[src/rtl/buf_id_mgmt.sv]
// Buffer-ID manager: circular free list of IDs with an allocated bitmap and double-free detection.
// Optional feature macro BUF_ID_REFCNT_EN adds a per-ID 4-bit reader count that gates the return of an ID.
module buf_id_mgmt #(
  parameter  int ID_W    = 4,
  parameter  int OFF_W   = 7,
  localparam int NUM_BUF = 1 << ID_W,
  localparam int ADDR_W  = ID_W + OFF_W,
  localparam int CNT_W   = ID_W + 1
) (
  input  logic              clk,
  input  logic              rst_n,
  input  logic              alloc_req,
  output logic              alloc_gnt,
  output logic [ID_W-1:0]   alloc_id,
  output logic [ADDR_W-1:0] alloc_waddr,
  input  logic [3:0]        alloc_ref,
  input  logic              free_req,
  input  logic [ID_W-1:0]   free_id,
  output logic [ADDR_W-1:0] free_raddr,
  output logic              free_raddr_wr,
  output logic [CNT_W-1:0]  free_cnt,
  output logic              init_done,
  output logic              err_free
);

  typedef enum logic {ST_INIT, ST_RUN} state_t;

  state_t             state, state_nxt;
  logic [ID_W-1:0]    fifo_mem [NUM_BUF];
  logic [ID_W-1:0]    rd_ptr, wr_ptr, init_idx;
  logic [NUM_BUF-1:0] alloc_map;
  logic [ID_W-1:0]    head_id, push_id;
  logic               pop, push, push_init, push_free;
  logic               free_legal, free_illegal;

  always_ff @(posedge clk or negedge rst_n) begin
    if (!rst_n) state <= ST_INIT;
    else        state <= state_nxt;
  end

  always_comb begin
    state_nxt = state;
    case (state)
      ST_INIT: if (&init_idx) state_nxt = ST_RUN;
      ST_RUN:  state_nxt = ST_RUN;
    endcase
  end

  // Grant decisions see only the registered count, so a same-cycle return never feeds an empty list.
  assign head_id      = fifo_mem[rd_ptr];
  assign pop          = (state == ST_RUN) && alloc_req && (free_cnt != '0) && !alloc_gnt;
  assign free_legal   = (state == ST_RUN) && free_req && alloc_map[free_id];
  assign free_illegal = (state == ST_RUN) && free_req && !alloc_map[free_id];
  assign push_init    = (state == ST_INIT);
  assign push         = push_init || push_free;
  assign push_id      = push_init ? init_idx : free_id;

`ifdef BUF_ID_REFCNT_EN
  logic [3:0] ref_cnt [NUM_BUF];

  // The last reader's release is the one that returns the ID; a zero load means a single reader.
  assign push_free = free_legal && (ref_cnt[free_id] <= 4'd1);

  always_ff @(posedge clk or negedge rst_n) begin
    if (!rst_n) begin
      for (int i = 0; i < NUM_BUF; i++) ref_cnt[i] <= '0;
    end else begin
      if (pop)        ref_cnt[head_id] <= (alloc_ref == 4'd0) ? 4'd1 : alloc_ref;
      if (free_legal) ref_cnt[free_id] <= ref_cnt[free_id] - 4'd1;
    end
  end
`else
  logic unused_ref;
  assign unused_ref = ^alloc_ref;
  assign push_free  = free_legal;
`endif

  always_ff @(posedge clk) begin
    if (push) fifo_mem[wr_ptr] <= push_id;
  end

  always_ff @(posedge clk or negedge rst_n) begin
    if (!rst_n) begin
      rd_ptr    <= '0;
      wr_ptr    <= '0;
      init_idx  <= '0;
      free_cnt  <= '0;
      init_done <= 1'b0;
      alloc_map <= '0;
    end else begin
      if (push_init) init_idx <= init_idx + ID_W'(1);
      if (pop)       rd_ptr   <= rd_ptr + ID_W'(1);
      if (push)      wr_ptr   <= wr_ptr + ID_W'(1);
      case ({push, pop})
        2'b10:   free_cnt <= free_cnt + CNT_W'(1);
        2'b01:   free_cnt <= free_cnt - CNT_W'(1);
        default: free_cnt <= free_cnt;
      endcase
      if (state_nxt == ST_RUN) init_done <= 1'b1;
      if (pop)       alloc_map[head_id] <= 1'b1;
      if (push_free) alloc_map[free_id] <= 1'b0;
    end
  end

  always_ff @(posedge clk or negedge rst_n) begin
    if (!rst_n) begin
      alloc_gnt     <= 1'b0;
      alloc_id      <= '0;
      alloc_waddr   <= '0;
      free_raddr_wr <= 1'b0;
      free_raddr    <= '0;
      err_free      <= 1'b0;
    end else begin
      alloc_gnt     <= pop;
      free_raddr_wr <= free_legal;
      err_free      <= free_illegal;
      if (pop) begin
        alloc_id    <= head_id;
        alloc_waddr <= {head_id, {OFF_W{1'b0}}};
      end
      if (free_legal) free_raddr <= {free_id, {OFF_W{1'b0}}};
    end
  end

endmodule

[config.mk]
export PLATFORM = sky130hd
export DESIGN_NAME = buf_id_mgmt
export DESIGN_NICKNAME = d
export VERILOG_FILES = /design/src/rtl/buf_id_mgmt.sv
export SDC_FILE = /design/constraint.sdc
export NUM_CORES = 1
export LEC_CHECK = 0
export ABC_AREA = 0
export CORE_MARGIN = 4
export CORE_UTILIZATION = 30
export CTS_BUF_LIST = sky130_fd_sc_hd__clkbuf_2 sky130_fd_sc_hd__clkbuf_4 sky130_fd_sc_hd__clkbuf_8
export DETAILED_ROUTE_END_ITERATION = 8
export SYNTH_ARGS = -nofsm -noshare
export SYNTH_HDL_FRONTEND = slang
export SYNTH_SLANG_ARGS = --single-unit
[constraint.sdc]
create_clock -name clk -period 6.7 [get_ports clk]
set_input_delay 0.67 -clock clk [delete_from_list [all_inputs] [get_ports clk]]
set_output_delay 0.67 -clock clk [all_outputs]
set_load 0.01 [all_outputs]
==> metrics, run 1 <==
root buf cell sky130_fd_sc_hd__clkbuf_8; net total in the final layout slightly below 400; highest attainable clock frequency around 0.25 GHz; number of cells produced by synthesis 350; GR Util met2 roughly 18%; mean routed wirelength per cell ~16 um; number of antenna violations at the first check in global routing 0; placed wire-length estimate after detailed placement roughly 6700 um; Pwr Density slightly below 400 mW/mm^2; Worst Max-Slew Pin Slew ~1000 ps; worst hold path type input pin to asynchronous set/reset pin; M3 GR Usage about 3.0%; library cells used by synthesis 52; Setup Total Neg Slack 0 ps; RSZ-0062 raised after global routing no; multi-input gate area in the final layout 0.00176 mm^2; Final WS setup between 2000 and 3000 ps; hold bufs inserted after CTS 0; Gates resized, CTS repair 0; busiest grt layer met2; launching instance or port of the critical path free_id[0]; vias per inst 4.72; maximum cell stage delay along the critical path slightly above 800 ps; crit end category flop; Peak supply drop 0.129 mV; switching power summed over all nets approximately 0.0008 W; kind of critical path input pin to flop; biggest area contributors in the synthesized netlist sky130_fd_sc_hd__edfxtp_1, sky130_fd_sc_hd__dfrtp_1, sky130_fd_sc_hd__mux4_2, sky130_fd_sc_hd__buf_4, sky130_fd_sc_hd__mux2_2; total of max-cap violations 0; vertical die dimension roughly 140 um; fraction of final layout cells sized beyond drive strength 1 between 15 and 20%; relative contribution of the clock network to total power 16.9%; register share of total power a little under half; register area 0.00307 mm^2; area of the core region about 0.017 mm^2; buffers from clock root to sink, at most 2; wire length of the first global-routing pass 15500 um; number of synthesized flops with an enable pin 64; portion of synthesized cell area occupied by the leading cell type around 38%; CTS Sinks 110; final period demand of the worst path 4050 ps; die outline area between 0.015 and 0.02 mm^2; wire length reported by the detailed router a little under 10000 um; Post-synth top cells sky130_fd_sc_hd__edfxtp_1, sky130_fd_sc_hd__dfrtp_1, sky130_fd_sc_hd__nor2_1; proportion of power drawn by combinational gates a little under two fifths; buffers inserted by post-CTS timing repair 0; number of buffer and inverter stages on the critical path 3; via count of the first global-routing pass 2813; part of the cycle the worst path needs between 60% and 70%; warnings from Yosys 0; share of flip-flops with an asynchronous set or reset after synthesis roughly two fifths; sequence of cells on the critical path clkdlybuf4s50_1 -> mux4_1 -> mux2i_1 -> mux2_2 -> o21ai_4 -> inv_1 -> ha_1 -> xor2_1 -> ha_1 -> inv_1 -> o21ai_0 -> a21oi_1 -> a211oi_1 -> nor2_1 -> xor2_1; initial core utilization between 30% and 40%; launch point of the worst reg-to-reg path alloc_map[14]; worst skew pair latency approximately 380 ps; Worst Setup Slack post-DPL ~2300 ps; horizontal extent of the die 138 um; final hold violation count 0; synthesized area per cell around 14 um^2; Internal Dissipation between 0.001 and 0.0015 W; total of buffers placed on input and output ports 28; post-synthesis cell type with the largest combined area sky130_fd_sc_hd__edfxtp_1; First DRT Iteration DRCs 233; H-Tree Depth 3; max-slew violations 0; vias after detailed routing 2800; # rows 47; Clock Skew approximately 12 ps; number of filler cells placed in the layout around 1600; number of detailed-routing iterations run before antenna repair 4; detailed-route DRC error count 0; clock tree from TritonCTS done; number of inserted diodes 0; run status completed; worst-path fanout max 13; cell type of the slowest stage on the worst timing path sky130_fd_sc_hd__clkdlybuf4s50_1; overall track demand over capacity in global routing between 10% and 20%; global placer's final weighted congestion between 0.7 and 0.8; setup violation total in the final timing report 0; sequential element share of the synthesized area roughly three fifths; post-synthesis register bit count 110; Most used DFF post-synth sky130_fd_sc_hd__edfxtp_1; largest net degree at the start of global routing 47; clock transition at the register clock pins on the worst setup and hold paths after CTS around 100 ps; Worst path top cell family by delay multiplexers; leak pwr ~2.1 nW; met1 global-route usage 14.2%; headroom to the max-slew limit a little under a third; Layout area overhead 10.9%; total standard cell area after synthesis between 0.005 and 0.006 mm^2; post-route antenna net violation count 0; TritonCTS Buffers 9; cell with the most instances after synthesis sky130_fd_sc_hd__edfxtp_1; Worst Path Required 6970 ps; Arr. time, crit path roughly 4300 ps; Critical Path Start Type input pin; Top-Level Pins 47; overflow left after global routing 0; net switching fraction of the power 35.8%
[sequential cells by signal (all words and copies together), names as in the netlist, 4 cells and up]
register / flops
free_cnt: 5
alloc_map: 16
fifo_mem: 64
rd_ptr: 4
free_raddr: 4
init_idx: 4
wr_ptr: 4
alloc_id: 4
[kinds of logic (layout without fill, tap and decap cells)]
logic type,Yosys count,in the layout,share of synthesized area [%]
adder cells (fa/ha/maj),9,9,2.23
other,1,14,0.0741
multiplexers,38,38,13.3
AO/OA/AOI/OAI,53,53,7.89
XOR/XNOR,14,14,2.42
AND/OR/NAND/NOR,79,79,7.82
flip-flops,110,110,60.7
buffers and inverters,46,56,5.54
[path summary, 6_finish.rpt]
| kind | endpoint | slack, ps | depth (start not counted) |
|---|---|---|---|
| max in group asynchronous | alloc_map[7] | 5610 | 1 |
| hold reg to reg | init_done | 480 | 1 |
| hold / removal | free_cnt[2] | 460 | 1 |
| min in group clk | init_done | 480 | 1 |
| setup / recovery | free_cnt[4] | 2650 | 15 |
| setup reg to reg | free_cnt[4] | 3500 | 14 |
[through the flow]
step	cells	power, W	util [%]	instance area [um^2]	hold WS [ps]
after global routing	593	0.00234	34.0	5610	508
final	593	0.00220	34.0	5610	459
after global placement	577	0.00181	32.9	5430	460
after detailed placement	577	0.00184	32.9	5430	456
after floorplan	363	0.00159	-	5110	374
after CTS	593	0.00222	34.0	5610	485
[cell usage in the layout, fill, tap and decap left out, drive strengths merged, types with 2 or more instances in the layout]
master | synthesis | routed
edfxtp | 64 | 64
dfrtp | 46 | 46
clkdlybuf4s50 | 0 | 27
nor2 | 26 | 26
mux4 | 20 | 20
nand2 | 15 | 15
mux2 | 15 | 15
conb | 1 | 14
a21oi | 14 | 14
inv | 10 | 13
clkbuf | 4 | 10
ha | 9 | 9
a41oi | 8 | 8
xnor2 | 8 | 8
o21ai | 8 | 8
nor2b | 7 | 7
nand3 | 7 | 7
nor3 | 6 | 6
xor2 | 6 | 6
and3 | 5 | 5
o21a | 5 | 5
mux2i | 3 | 3
nand2b | 3 | 3
a2bb2oi | 3 | 3
o21ba | 3 | 3
a22oi | 3 | 3
clkinv | 0 | 3
buf | 32 | 3
a21o | 2 | 2
nand4 | 2 | 2
or2 | 2 | 2
a31oi | 2 | 2
[per-layer routing]
metal	share of wire [%]	routed length, um	up-vias
li1	-	-	1302
met1	45	4350	1406
met2	48	4700	79
met3	5.7	555	13
met4	1.5	142	0
met5	0	0	-
[power by group through the flow]
stage	combinational, W	clock, W	sequential [W]
after floorplan	0.000661	0	0.000933
after global placement	0.000804	0	0.00101
after detailed placement	0.000823	0	0.00102
after CTS	0.000828	0.000386	0.00100
after global routing	0.000897	0.000418	0.00103
final	0.000827	0.000372	0.000999
[worst reg2reg max path: cells and delay by family, from the launching register on]
kind / cells / cell delay, ps
mux: 3 / 900
flops: 1 / 400
buf+inv: 2 / 180
compound gates: 4 / 650
simple gates: 1 / 80
xor+xnor: 2 / 320
fa+ha+maj: 2 / 580
[area by class of cell]
| class | instances | area share [%] |
|---|---|---|
| clock buffers | 10 | 2.34 |
| clock inverters | 6 | 0.803 |
| inverters | 10 | 0.669 |
| multi-input cells | 207 | 31.3 |
| flip-flops and latches | 110 | 54.8 |
| well taps | 220 | 4.91 |
| repair buffers | 30 | 5.17 |
Note: power is estimated with default switching activity, not from simulation.
==> run 2, diff against run 1 <==
- clock period: 6.7 -> 3.3 ns (I/O delays scaled with it)
==> metrics, run 2 (synthesis results as in run 1) <==
worst skew pair latency 370 ps (about the same); endpoint of the worst register-to-register path free_cnt[4]; cell type of the slowest stage on the worst timing path sky130_fd_sc_hd__mux4_1; number of antenna violations at the first check in global routing 0 (unchanged); mean routed wirelength per cell 16.3 um (-0.93%); root buf cell sky130_fd_sc_hd__clkbuf_8; maximum cell stage delay along the critical path 580 ps (-240 ps); fraction of final layout cells sized beyond drive strength 1 20.3% (+3.6 points); CP Depth 16 (+1); wire length reported by the detailed router 9940 um (+1.9%); Gates resized, CTS repair 0 (unchanged); net total in the final layout 406 (+4.4%); sequence of cells on the critical path clkdlybuf4s50_1 -> buf_4 -> mux4_1 -> mux2i_1 -> mux2_2 -> o21ai_4 -> inv_1 -> ha_1 -> xor2_1 -> ha_1 -> inv_1 -> o21ai_0 -> a21oi_1 -> a211oi_1 -> nor2_1 -> xor2_1; headroom to the max-slew limit 31.8% (+0.55 points); # rows 47 (unchanged); final period demand of the worst path between 3000 and 4000 ps; final hold violation count 0 (unchanged); Layout area overhead 14.4%; leak pwr 2.21 nW (+5.0%); depth of the most critical reg-to-reg path 14 (unchanged); overall track demand over capacity in global routing 11.2% (+0.29 points); via count of the first global-routing pass 2959 (+5.2%); die outline area 0.0190 mm^2 (unchanged); vertical die dimension 138 um (unchanged); Worst path top cell family by delay multiplexers; placed wire-length estimate after detailed placement 7130 um (+6.3%); instance area at placement 0.00556 mm^2 (+2.3%); part of the cycle the worst path needs 93.1%; launch point of the worst reg-to-reg path alloc_map[14]; horizontal extent of the die 138 um (unchanged); Top-Level Pins 47 (unchanged); Peak supply drop 0.304 mV (+130%); final std cell area, no fill 0.00579 mm^2 (+3.2%); worst-path fanout max 9 (-4); wire length of the first global-routing pass 16200 um (+4.9%); Pwr Density 807 mW/mm^2 (+110%); hold bufs inserted after CTS 0 (unchanged); post-route antenna net violation count 0 (unchanged); Critical Path Start Type input pin; number of inserted diodes 0 (unchanged); area of the core region 0.0165 mm^2 (unchanged); highest attainable clock frequency ~0.33 GHz; final core utilization 35.0% (+1.1 points); kind of critical path input pin to flop; setup violation total in the final timing report 0 (unchanged); global placer's final weighted congestion 0.858 (+11%); TritonCTS Buffers 9 (unchanged); vias after detailed routing 2921 (+4.3%); RSZ-0062 raised after global routing no; Worst Max-Slew Pin Slew 1020 ps (-8.21 ps); most frequent standard cell in the layout excluding fill and tap cells sky130_fd_sc_hd__edfxtp_1; clock tree from TritonCTS done; most frequent cells in the layout sky130_fd_sc_hd__edfxtp_1, sky130_fd_sc_hd__dfrtp_1, sky130_fd_sc_hd__clkdlybuf4s50_1, sky130_fd_sc_hd__nor2_1, sky130_fd_sc_hd__buf_4; number of buffer and inverter stages on the critical path 4 (+1); initial core utilization 30.6% (unchanged); Clock Skew 16.5 ps (+4.08 ps); largest registers fifo_mem: 64 flops, alloc_map: 16 flops, free_cnt: 5 flops; max-slew violations 0 (unchanged); First DRT Iteration DRCs 234 (+0.43%); buffers from clock root to sink, at most 2 (unchanged); largest net degree at the start of global routing 47 (unchanged); run status completed; total of buffers placed on input and output ports 28 (unchanged); detailed-route DRC error count 0 (unchanged); clock transition at the register clock pins on the worst setup and hold paths after CTS 90 ps (about the same); Worst Path Required 3550 ps (-3420 ps); max FFs per register 64 (unchanged); CTS Sinks 110 (unchanged); buffers inserted by post-CTS timing repair 0 (unchanged); total of max-cap violations 0 (unchanged); number of detailed-routing iterations run before antenna repair 7 (+3); H-Tree Depth 3 (unchanged); overflow left after global routing 0 (unchanged); worst hold path type input pin to asynchronous set/reset pin; vias per inst 4.79 (+1.4%); register-to-register setup slack 480 ps (-3020 ps); Most flops, register fifo_mem; Arr. time, crit path 3320 ps (-1000 ps); crit end category flop
==> run 2: cell count changes in the layout (fill, tap and decap cells not counted), sizes merged <==
cell / delta
clkinv: -3
buf: +17
clkbuf: +1
bufinv: +2
==> run 2: where the power goes <==
part	internal [W]	leakage, nW	switching [W]	total (W)
combinational	0.000926	0.950	0.000840	0.00177
clock	0.000456	0.117	0.000453	0.000909
sequential	0.00169	1.14	0.000304	0.00200
total	0.00307	2.21	0.00160	0.00467
==> run 2: layout make-up <==
cell class                 count  area, um^2
fill                        1605       10700
clock inverter                 5        88.8
inverter                      10        37.5
sequential                   110        3070
clock buffer                  11         139
multi-input combinational    207        1760
timing repair buffer          47         418
tap                          220         275
==> run 2: worst register-to-register path: cells and delay by family, from the launching register on <==
family	cells	cell delay, ps
simple gates	1	80
buf+inv	2	110
flops	1	410
compound gates	4	500
fa+ha+maj	2	400
xor+xnor	2	300
mux	3	900
==> run 2: metal layers <==
layer	vias to the layer above	wire length, um	GRT usage, %
met5	-	0	0
met4	0	108	2.74
met3	15	500	2.65
met2	88	4910	18.4
met1	1481	4420	15.0
li1	1337	-	-
==> run 2: worst max-delay path by stage <==
stage	start	end	slack, ps
detailed placement	free_id[0]	free_cnt[4]	-130
finish	free_id[0]	free_cnt[4]	230
CTS	free_id[0]	free_cnt[4]	260
floorplan	free_cnt[2]	free_cnt[4]	260
global placement	free_id[0]	free_cnt[4]	-60
global route	free_id[0]	free_cnt[4]	80
==> run 2: per-stage QoR <==
| stage | cells | TNS, ps | power (W) | hold WS [ps] | worst slack, ps |
|---|---|---|---|---|---|
| after detailed placement | 594 | -130 | 0.00381 | 454 | -128 |
| after floorplan | 363 | 0 | 0.00324 | 34.4 | 256 |
| final | 610 | 0 | 0.00467 | 135 | 228 |
| after CTS | 610 | 0 | 0.00472 | 170 | 256 |
| after global routing | 610 | 0 | 0.00499 | 231 | 82.1 |
| after global placement | 594 | -63.6 | 0.00376 | 459 | -63.6 |
==> run 3, diff against run 2 <==
- CORE_MARGIN: 4 -> 2
- CTS_CLUSTER_DIAMETER: unset -> 40
- PLACE_DENSITY: unset -> 0.58
==> metrics, run 3 (synthesis results as in run 1) <==
number of detailed-routing iterations run before antenna repair 4 (-3); most frequent standard cell in the layout excluding fill and tap cells sky130_fd_sc_hd__edfxtp_1; final std cell area, no fill 0.00575 mm^2 (-0.61%); number of inserted diodes 0 (unchanged); Layout area overhead 13.8%; wire length of the first global-routing pass 16300 um (+0.47%); Critical Path Start Type input pin; Setup Total Neg Slack 0 ps (unchanged); Worst Max-Slew Pin Slew 1050 ps (+25.1 ps); total of max-cap violations 0 (unchanged); post-route antenna net violation count 0 (unchanged); detailed-route DRC error count 0 (unchanged); Clock Skew 13.6 ps (-2.83 ps); number of antenna violations at the first check in global routing 0 (unchanged); net total in the final layout 407 (+0.25%); clock transition at the register clock pins on the worst setup and hold paths after CTS 100 ps (about the same); First DRT Iteration DRCs 226 (-3.4%); Gates resized, CTS repair 0 (unchanged); vias after detailed routing 2856 (-2.2%); max-slew violations 0 (unchanged); global placer's final weighted congestion 0.828 (-3.5%); part of the cycle the worst path needs 93.8% (+0.74 points); overflow left after global routing 0 (unchanged); # rows 47 (unchanged); kind of critical path input pin to flop; instance area at placement 0.00557 mm^2 (+0.14%); buffers inserted by post-CTS timing repair 0 (unchanged); mean routed wirelength per cell 16.2 um (-0.44%); fraction of final layout cells sized beyond drive strength 1 20.2% (-0.052 points); RSZ-0062 raised after global routing no; vertical die dimension 134 um (-2.9%); Pwr Total 0.00454 W (-2.8%); leak pwr 2.19 nW (-0.65%); clock tree from TritonCTS done; horizontal extent of the die 134 um (-2.9%); hold bufs inserted after CTS 0 (unchanged); most frequent cells in the layout sky130_fd_sc_hd__edfxtp_1, sky130_fd_sc_hd__dfrtp_1, sky130_fd_sc_hd__clkdlybuf4s50_1, sky130_fd_sc_hd__nor2_1, sky130_fd_sc_hd__buf_4; sequence of cells on the critical path clkdlybuf4s50_1 -> buf_4 -> mux4_1 -> mux2i_1 -> mux2_2 -> o21ai_4 -> inv_1 -> ha_1 -> xor2_1 -> ha_1 -> inv_1 -> o21ai_0 -> a21oi_1 -> a211oi_1 -> nor2_1 -> xor2_1; max FFs per register 64 (unchanged); buffers from clock root to sink, at most 2 (unchanged); wire length reported by the detailed router 9910 um (-0.28%); headroom to the max-slew limit 30.2% (-1.7 points); worst-path fanout max 8 (-1); crit end category flop; highest attainable clock frequency 0.323 GHz (-0.79%); register area 0.00307 mm^2 (unchanged); number of filler cells placed in the layout 1589 (-1.0%); vias per inst 4.67 (-2.4%); Worst Path Required 3560 ps (about the same); die outline area 0.0179 mm^2 (-5.7%); Peak supply drop 0.304 mV (about the same); largest net degree at the start of global routing 47 (unchanged); Most flops, register fifo_mem; register-to-register setup slack 420 ps (-60 ps); Placed Instances 595 (+0.17%); TritonCTS Buffers 9 (unchanged); multi-input gate area in the final layout 0.00176 mm^2 (unchanged); overall track demand over capacity in global routing 12.1% (+0.93 points); root buf cell sky130_fd_sc_hd__clkbuf_8; largest registers fifo_mem: 64 flops, alloc_map: 16 flops, free_cnt: 5 flops; Pwr Density 789 mW/mm^2 (-2.2%); initial core utilization 30.6% (unchanged); worst hold path type input pin to asynchronous set/reset pin; area of the core region 0.0165 mm^2 (unchanged); Final Instance Count excl. Fillers 611 (+0.16%); final hold violation count 0 (unchanged); total of buffers placed on input and output ports 28 (unchanged); placed wire-length estimate after detailed placement 7150 um (+0.32%); via count of the first global-routing pass 3004 (+1.5%); Top-Level Pins 47 (unchanged); Arr. time, crit path 3360 ps (+40 ps); H-Tree Depth 3 (unchanged); cell type of the slowest stage on the worst timing path sky130_fd_sc_hd__mux4_1; final period demand of the worst path 3100 ps (+24.5 ps); worst skew pair latency 380 ps (about the same); maximum cell stage delay along the critical path 590 ps (about the same); setup violation total in the final timing report 0 (unchanged); run status completed; CTS Sinks 110 (unchanged)
run 3: layout make-up:
cell class                      count  share of cell area [%]
Clock buffer                       11                    2.52
Sequential cell                   110                    53.4
Tap cell                          220                    4.78
Inverter                           10                   0.652
Clock inverter                      5                   0.696
Multi-Input combinational cell    207                    30.6
Timing Repair Buffer               48                    7.39
run 3: layer usage:
layer	GRT usage, %	up-vias	routed length, um
li1	-	1336	-
met1	15.4	1443	4370
met2	19.8	72	4970
met3	3.40	5	510
met4	4.14	0	57
met5	0	-	0
run 3: final timing paths:
| kind | start | end | depth (start not counted) |
|---|---|---|---|
| worst min register to register | init_done | init_done | 1 |
| max in group asynchronous | rst_n | free_raddr[7] | 1 |
| worst max-delay path | free_id[0] | free_cnt[4] | 16 |
| worst max register to register | alloc_map[7] | free_cnt[4] | 14 |
| min in group clk | init_done | init_done | 1 |
| worst min-delay path | rst_n | alloc_map[0] | 1 |
run 3: critical path: cells and delay by family:
family / cells / cell delay [ps]
buffers and inverters: 4 / 770
and+or+nand+nor: 1 / 80
muxes: 3 / 940
xor gates and xnor gates: 2 / 300
AOI/OAI and AO/OA: 4 / 570
adders and majority gates: 2 / 380
run 3: through the flow:
stage / hold slack (ps) / util, % / setup slack [ps]
finish: 136 / 34.8 / 204
global route: 184 / 34.8 / 87.6
CTS: 146 / 34.8 / 228
detailed placement: 477 / 33.7 / -179
global placement: 481 / 33.7 / -91.5
floorplan: 34.4 / - / 256
run 3: report_power, final:
| group | switching [W] | internal (W) | total, W |
|---|---|---|---|
| Clock | 0.000461 | 0.000314 | 0.000775 |
| Sequential | 0.000292 | 0.00169 | 0.00198 |
| Combinational | 0.000846 | 0.000935 | 0.00178 |
| Total | 0.00160 | 0.00294 | 0.00454 |
